## src/rtl/jtag_frame_rx.sv

```systemverilog
// JTAG DR-scan receiver: address + data-word frames into a small {addr,data} FIFO.
// A 16-bit status word {overflow, partial, wcount} is returned on TDO each scan.
module jtag_frame_rx #(
    parameter int DATA_W     = 32,
    parameter int ADDR_W     = 15,
    parameter int FIFO_DEPTH = 4
) (
    input  logic              clk_i,
    input  logic              rst_i,
    input  logic              sel_i,
    input  logic              capture_i,
    input  logic              shift_i,
    input  logic              update_i,
    input  logic              tap_reset_i,
    input  logic              tdi_i,
    output logic              tdo_o,
    output logic              valid_o,
    input  logic              ready_i,
    output logic [ADDR_W-1:0] addr_o,
    output logic [DATA_W-1:0] data_o,
    output logic              overflow_o,
    output logic              busy_o
);

    localparam int MAX_W = (DATA_W > ADDR_W) ? DATA_W : ADDR_W;
    localparam int CW    = $clog2(MAX_W);
    localparam int PW    = $clog2(FIFO_DEPTH);
    localparam int EW    = ADDR_W + DATA_W;

    localparam logic [CW-1:0] ADDR_LAST = CW'(ADDR_W - 1);
    localparam logic [CW-1:0] DATA_LAST = CW'(DATA_W - 1);

    typedef enum logic [1:0] {
        IDLE = 2'd0,
        ADDR = 2'd1,
        DATA = 2'd2
    } state_t;

    state_t state_q, state_d;

    logic [CW-1:0]     bitcnt;
    logic [ADDR_W-2:0] addr_sr;
    logic [DATA_W-2:0] data_sr;
    logic [ADDR_W-1:0] cur_addr;
    logic [13:0]       wcount;
    logic [15:0]       stat_sr;
    logic              overflow;
    logic              partial;

    logic [EW-1:0]     mem [FIFO_DEPTH];
    logic [PW-1:0]     wptr, rptr;
    logic [PW:0]       count;

    logic capture_ev, update_ev, addr_shift, data_shift;
    logic addr_done, word_done, full, push, pop;
    logic [ADDR_W-1:0] addr_next;
    logic [DATA_W-1:0] data_next;
    logic [EW-1:0]     head;

    assign addr_next = {tdi_i, addr_sr};
    assign data_next = {tdi_i, data_sr};
    assign addr_done = addr_shift && (bitcnt == ADDR_LAST);
    assign word_done = data_shift && (bitcnt == DATA_LAST);

    assign full    = (count == (PW+1)'(FIFO_DEPTH));
    assign valid_o = (count != '0);
    assign push    = word_done && !full;
    assign pop     = valid_o && ready_i;
    assign head    = mem[rptr];

    // Outputs read as zero whenever the FIFO is empty, including after reset.
    assign addr_o     = valid_o ? head[EW-1:DATA_W] : '0;
    assign data_o     = valid_o ? head[DATA_W-1:0] : '0;
    assign tdo_o      = stat_sr[0];
    assign overflow_o = overflow;
    assign busy_o     = (state_q != IDLE);

    always_ff @(posedge clk_i or posedge rst_i) begin
        if (rst_i) state_q <= IDLE;
        else       state_q <= state_d;
    end

    always_comb begin
        state_d    = state_q;
        capture_ev = 1'b0;
        update_ev  = 1'b0;
        addr_shift = 1'b0;
        data_shift = 1'b0;
        if (tap_reset_i || !sel_i) begin
            state_d = IDLE;
        end else if (capture_i) begin
            state_d    = ADDR;
            capture_ev = 1'b1;
        end else if (update_i && state_q != IDLE) begin
            state_d   = IDLE;
            update_ev = 1'b1;
        end else if (shift_i) begin
            unique case (state_q)
                ADDR: begin
                    addr_shift = 1'b1;
                    if (bitcnt == ADDR_LAST) state_d = DATA;
                end
                DATA:    data_shift = 1'b1;
                default: ;
            endcase
        end
    end

    always_ff @(posedge clk_i or posedge rst_i) begin
        if (rst_i) begin
            bitcnt   <= '0;
            addr_sr  <= '0;
            data_sr  <= '0;
            cur_addr <= '0;
            wcount   <= '0;
            overflow <= 1'b0;
            partial  <= 1'b0;
        end else if (tap_reset_i) begin
            bitcnt   <= '0;
            wcount   <= '0;
            overflow <= 1'b0;
            partial  <= 1'b0;
        end else if (!sel_i) begin
            bitcnt <= '0;
        end else if (capture_ev) begin
            bitcnt <= '0;
            wcount <= '0;
        end else if (update_ev) begin
            bitcnt <= '0;
            if (bitcnt != '0) partial <= 1'b1;
        end else if (addr_shift) begin
            addr_sr <= addr_next[ADDR_W-1:1];
            if (addr_done) begin
                cur_addr <= addr_next;
                bitcnt   <= '0;
            end else begin
                bitcnt <= bitcnt + CW'(1);
            end
        end else if (data_shift) begin
            data_sr <= data_next[DATA_W-1:1];
            if (word_done) begin
                bitcnt   <= '0;
                cur_addr <= cur_addr + ADDR_W'(1);
                if (wcount != 14'h3FFF) wcount <= wcount + 14'd1;
                if (full) overflow <= 1'b1;
            end else begin
                bitcnt <= bitcnt + CW'(1);
            end
        end
    end

    always_ff @(posedge clk_i or posedge rst_i) begin
        if (rst_i)                   stat_sr <= '0;
        else if (capture_ev)         stat_sr <= {overflow, partial, wcount};
        else if (sel_i && shift_i)   stat_sr <= {1'b0, stat_sr[15:1]};
    end

    always_ff @(posedge clk_i or posedge rst_i) begin
        if (rst_i) begin
            wptr  <= '0;
            rptr  <= '0;
            count <= '0;
        end else begin
            if (push) wptr <= wptr + PW'(1);
            if (pop)  rptr <= rptr + PW'(1);
            if (push && !pop)      count <= count + (PW+1)'(1);
            else if (!push && pop) count <= count - (PW+1)'(1);
        end
    end

    // Storage needs no reset: entries are only observed while counted valid.
    always_ff @(posedge clk_i) begin
        if (push) mem[wptr] <= {cur_addr, data_next};
    end

endmodule

```

## config.mk

```make
export PLATFORM = sky130hd
export DESIGN_NAME = jtag_frame_rx
export DESIGN_NICKNAME = d
export VERILOG_FILES = /design/src/rtl/jtag_frame_rx.sv
export SDC_FILE = /design/constraint.sdc
export NUM_CORES = 1
export LEC_CHECK = 0
export CAP_MARGIN = 20
export CORE_UTILIZATION = 60
export CTS_CLUSTER_DIAMETER = 200
export DETAILED_ROUTE_END_ITERATION = 8
export GPL_TIMING_DRIVEN = 0
export PLACE_DENSITY_LB_ADDON = 0.2
export SLEW_MARGIN = 30
export SYNTH_ARGS = -nofsm -noshare
export SYNTH_HDL_FRONTEND = slang
export SYNTH_SLANG_ARGS = --single-unit
```

## constraint.sdc

```tcl
create_clock -name clk_i -period 4.35 [get_ports clk_i]
set_input_delay 0.6525 -clock clk_i [delete_from_list [all_inputs] [get_ports clk_i]]
set_output_delay 0.6525 -clock clk_i [all_outputs]
set_load 0.03 [all_outputs]
```

=== Word level (Yosys, flattened, before mapping) ===
Memories as Yosys holds them, arrays and structs flattened.
Cells that the tools add are included.
W data, S select, Z words.

* Register bits: 106
* Latch bits: 0
* Memory bits (writable): 188
* Memory bits (read-only): 0
* Input bits: 9
* Output and inout port bits: 51
* Word-level logic and storage cells: 138
* Memories: 1

{| class="wikitable"
|+ Memory list
! memory !! words !! width !! read ports !! clocked after Yosys merged registers in !! write ports !! RTL line !! RTL
|-
| mem || 4 || 47 || 1 || 0 || 1 || 50 || <nowiki>logic [EW-1:0] mem [FIFO_DEPTH];</nowiki>
|}

* Add/subtract/negate cells: 7
* $mul: 0
* Div/mod/pow operators: 0
* Order comparisons: 0
* Eq/ne operators: 13
* Shift-type cells: 0
* Muxes and demuxes: 62
* Bitwise gates (word level): 4
* Reductions and logical operators: 39

{| class="wikitable"
|+ Operators by type and width
! operator !! count
|-
| $mux W14 || 8
|-
| $mux W15 || 5
|-
| $mux W5 || 8
|-
| $mux W16 || 2
|-
| $mux W32 || 1
|-
| $mux W1 || 30
|-
| $reduce_bool A2 Y1 || 11
|-
| $add A15 B1 Y15 const B || 1
|-
| $add A14 B1 Y14 const B || 1
|-
| $ne A14 B14 Y1 const B || 1
|-
| $reduce_and A7 Y1 || 2
|-
| $mux W2 || 6
|-
| $reduce_and A6 Y1 || 2
|-
| $reduce_bool A3 Y1 || 4
|-
| $reduce_bool A4 Y1 || 3
|-
| $logic_and A1 B1 Y1 || 8
|-
| $mux W3 || 2
|-
| $ne A2 B2 Y1 const B || 3
|-
| $ne A3 B3 Y1 const B || 2
|-
| $ne A6 B1 Y1 const B || 1
|-
| $add A5 B1 Y5 const B || 1
|-
| $eq A5 B4 Y1 const B || 1
|-
| $eq A5 B5 Y1 const B || 1
|-
| $reduce_and A5 Y1 || 1
|-
| other kinds (13) || 20
|}

=== Depth between registers and ports, before layout ===
Gate-level depths: netlist (run 1).

* Word-level depth: 14
* Gate-level depth with buffers: 13
* Mapped depth without buffers: 12

=== Worst setup path after synthesis (run 1) ===
No wires, ideal clock.

* Kind: in2reg
* Start: in capture_i
* End: mem mem[0][0] (netlist bit) (enable)
* Library setup time: 409 ps
* Data arrival time: 3,069 ps
* Setup slack: 872 ps
* Cell stages on the path: 5
* Cell sequence: or3b_1 > or3_1 > buf_2 > nor2_1 > and2_1

* Longest elaborated chain between the ends: 6

{| class="wikitable"
|+ RTL lines
! item !! RTL line !! RTL
|-
| from (decl) || 11 || <nowiki>input logic capture_i,</nowiki>
|-
| $mux W1 || 91 || <nowiki>end else if (capture_i) begin</nowiki>
|-
| $mux W1 || 89 || <nowiki>if (tap_reset_i || !sel_i) begin</nowiki>
|-
| $logic_and A1 B1 Y1 || 63 || <nowiki>assign word_done = data_shift && (bitcnt == DATA_LAST);</nowiki>
|-
| $logic_and A1 B1 Y1 || 67 || <nowiki>assign push = word_done && !full;</nowiki>
|-
| named net push || 55 || <nowiki>logic addr_done, word_done, full, push, pop;</nowiki>
|-
| $mux W1 || 173 || <nowiki>if (push) mem[wptr] <= {cur_addr, data_next};</nowiki>
|-
| $mux W1 (not written as such) || 173 ||
|-
| to (decl) || 50 ||
|}

The timed path passes the listed nets, and every way through them passes these cells.

=== Worst setup path after layout (run 1) ===
* Start: reg rptr[0]
* End: out data_o[27]

* Longest elaborated chain between the ends: 2

{| class="wikitable"
|+ RTL lines
! item !! RTL line !! RTL
|-
| from (decl) || 51 || <nowiki>logic [PW-1:0] wptr, rptr;</nowiki>
|-
| from (signal assigned) || 165 || <nowiki>if (pop) rptr <= rptr + PW'(1);</nowiki>
|-
| $mem_v2 Z4 W47 || -- ||
|-
| $mux W32 || 73 || <nowiki>assign data_o = valid_o ? head[DATA_W-1:0] : '0;</nowiki>
|-
| to (decl) || 20 || <nowiki>output logic [DATA_W-1:0] data_o,</nowiki>
|}

No other way between the ends.

==> impl_metrics.ini, run 1 <==
[setup_path]
cp-start-kind = flop
ff2ff_path_depth = 13
criticalPathCategory = reg -> out
critPathLaunch = rptr[0]$_DFFE_PP0P_
crit_buf_inv = 4
r2r_start = bitcnt[1]$_DFFE_PP0P_
crit_chain = clkbuf_1, buf_2, buf_2, mux4_2, and2_1, clkdlybuf4s50_1
slowest_stage = mux4_2
rrSetupSlack_ps = 850
crit_required_ps = 3700
path_common_cell = buf_2
r2r-end = count[2]$_DFFE_PP0P_
cp_slowest_stage_delay_ps = 580
crit_arrival_ps = 3180
cp-end-kind = primary output
crit_fanout = 10
critPathTopFamily = buffers and inverters

[layout]
final_layout_size_suffix_gt1_frac = 0.164
syn2layout_area_growth_pct = 16.0
finish.net_count = 896
post-route-util = 0.717
post-route-cell-area_mm2 = 0.0140
antennaDiodeCount = 0

[clocking]
postCtsSetupBuffers = 0
cts_sinks = 294
root_buffer = clkbuf_16
hold_buffers = 0
htreeDepth = 1
clk_latency_ps = 530
cts.clk_slew.worst_paths_ps = 60
numCtsBuffers = 28
clockBufferDepth = 3
cts_resized = 0
tritoncts = yes

[synth]
syn_area_mm2 = 0.0121
ys.flop_type = edfxtp_1
synth_compound_area_frac = 0.0469
yosysWarningCount = 0
synth_top_family_by_area = multiplexers
synth_edf_count = 188
seq_area_frac_synth = 0.685
synthArstFlopShare = 0.361
synthXorXnorAreaFrac = 0.0101
synth_cells = 781
syn_avg_cell_area_um2 = 15.5
synthMuxAreaShare = 0.134
synth_simple_gate_area_share = 0.0946
ys_seq_elements = 294
yosys.area_share.adder = 0.0130
syn-num-nets = 802
synthDistinctLibCells = 56

[detailed_routing]
drt_iter0_drc = 402
firstDrtPassIters = 5
dr_total_vias = 6837
drc = 0
post_drt_wl_per_cell_um = 19.4
routed_wl_um = 22600
via_per_inst = 5.88
ant_nets = 0

[timing]
setup_viol = 0
fin_ws_ps = 514
period_needed_ps = 3840
tightest_slew_ps = 863
clock.fmax_mhz = 261
max_slew_margin = 0.425
period_share = 0.882
drv_slew = 0
grt_setup_unrepaired = false
setup-tns-final_ps = 0
whs_ps = 493
finalHoldViolations = 0
finalClockSkew_ps = 10.7

[global_route]
grt_antenna_before_repair = 0
first_global_vias = 7031
grt_pass1_wl_um = 36800
grt_max_degree = 69
gr-total-overflow = 0
grt_usage = 0.233

[place]
globalplace.congestion = 0.997
dpl.hpwl_um = 14400
portBuffers = 59
pre_cts_slack_ps = 415
dpl_cell_area_mm2 = 0.0132

[floorplanning]
fp-row-count = 51
core_mm2 = 0.0196
die_w_um = 144
die_h_um = 144
num_io_pins = 60
die-area_mm2 = 0.0208
start_util = 0.618

[power]
leakagePower_nw = 5.82
vdd_drop_max_mv = 0.411
powerDensity_mw_per_mm2 = 442

[job]
drv_cap = 0

[worst_hold_path]
min_from = addr_sr[0]$_DFFE_PP0P_
min_path_type = reg -> reg
hold-path-cell-count = 2
min_to = addr_sr[0]$_DFFE_PP0P_

[status]
status = finished, final reports clean
-- cells in the mapped netlist (5+ instances only) --
master,number,area (um^2)
buf_2,10,50.1
mux2i_1,20,200
a2bb2oi_1,5,43.8
inv_1,14,52.6
nor3_1,5,25.0
buf_1,5,18.8
dfrtp_1,106,2650
nand2b_1,5,31.3
nand2_1,74,278
o21ai_0,13,65.1
clkbuf_1,20,75.1
nand3_1,20,100
ha_1,11,138
and2_1,52,325
mux4_2,47,1060
edfxtp_1,188,5650
mux2_2,32,360
xnor2_1,10,87.6
a21oi_1,32,160
nor2_1,43,161
-- stage by stage --
step | std cells | power, mW
finish | 1162 | 6.21
global route | 1162 | 6.45
CTS | 1162 | 6.28
detailed placement | 1110 | 3.94
global placement | 1105 | 3.91
floorplan | 781 | 3.69
-- sequential cells by signal, indices dropped and copies added, names as in the netlist --
| register | flops |
|---|---|
| wptr | 2 |
| stat_sr | 16 |
| addr_sr | 14 |
| overflow_o | 1 |
| bitcnt | 5 |
| count | 3 |
| data_sr | 31 |
| wcount | 14 |
| mem | 188 |
| state_q | 2 |
| cur_addr | 15 |
| rptr | 2 |
| partial | 1 |
-- cell type report --
class                           count  area, um^2
Multi-Input combinational cell    438        3620
Timing Repair Buffer               64         698
Fill cell                        1238        5540
Tap cell                          265         332
Sequential cell                   294        8300
Clock inverter                     17         129
Clock buffer                       35         768
Buffer                             35         144
Inverter                           14        57.6
-- power by group --
| part | leakage [nW] | internal [mW] | switching (mW) |
|---|---|---|---|
| Combinational | 1.82 | 0.335 | 0.472 |
| Sequential | 3.55 | 3.01 | 0.0483 |
| Clock | 0.443 | 1.36 | 0.984 |
| Total | 5.82 | 4.71 | 1.50 |
-- how the worst max path moves through the flow --
stage | cells past startpoint | slack (ps) | end
6_report | 6 | 510 | data_o[27]
5_1_grt | 6 | 330 | data_o[27]
4_1_cts | 6 | 420 | data_o[27]
3_5_place_dp | 11 | 420 | count[2]$_DFFE_PP0P_
3_3_place_gp | 6 | -690 | mem[0][6]$_DFFE_PP_
2_1_floorplan | 5 | 870 | mem[0][0]$_DFFE_PP_
-- routing by layer --
metal	GRT usage	up-vias	routed length (um)
li1	-	3133	-
met1	0.308	3482	9500
met2	0.412	189	11600
met3	0.0351	33	1030
met4	0.0498	0	394
met5	0	-	0
-- logic make-up after synthesis --
kind of cell	count (synthesis)
simple gates	230
xor+xnor	14
buf+inv	49
fa+ha+maj	12
mux	99
flops	294
compound gates	83
-- placed cells by master (no fill, tap or decap), types with 7 or more instances in the layout --
| cell type | netlist | final |
|---|---|---|
| ha_1 | 11 | 11 |
| buf_2 | 10 | 10 |
| clkinv_1 | 0 | 7 |
| xnor2_1 | 10 | 10 |
| clkbuf_1 | 20 | 24 |
| mux2_2 | 32 | 32 |
| mux4_2 | 47 | 47 |
| o21ai_0 | 13 | 13 |
| clkinv_2 | 0 | 7 |
| clkbuf_16 | 0 | 29 |
| nand3_1 | 20 | 20 |
| clkdlybuf4s50_1 | 0 | 59 |
| nor2_1 | 43 | 43 |
| and2_1 | 52 | 48 |
| mux2i_1 | 20 | 20 |
| edfxtp_1 | 188 | 188 |
| inv_1 | 14 | 13 |
| nand2_1 | 74 | 74 |
| dfrtp_1 | 106 | 106 |
| a21oi_1 | 32 | 32 |
-- worst reg2reg max path: stages (launching register included) --
cell	delay, ps
dfrtp_1	410
ha_1	220
and3_1	180
ha_1	190
nand3b_1	160
or3_1	340
buf_2	200
nor2_1	520
ha_1	300
inv_1	60
fa_1	380
xor2_1	180
nor2_1	130
xor2_1	160
Note: power is estimated with default switching activity, not from simulation.
==> inputs of run 2 (changes only) <==
Settings changed: TNS_END_PERCENT set to 1.
==> results of run 2 <==
The final DEF is identical to that of run 1; final timing and power are the same.
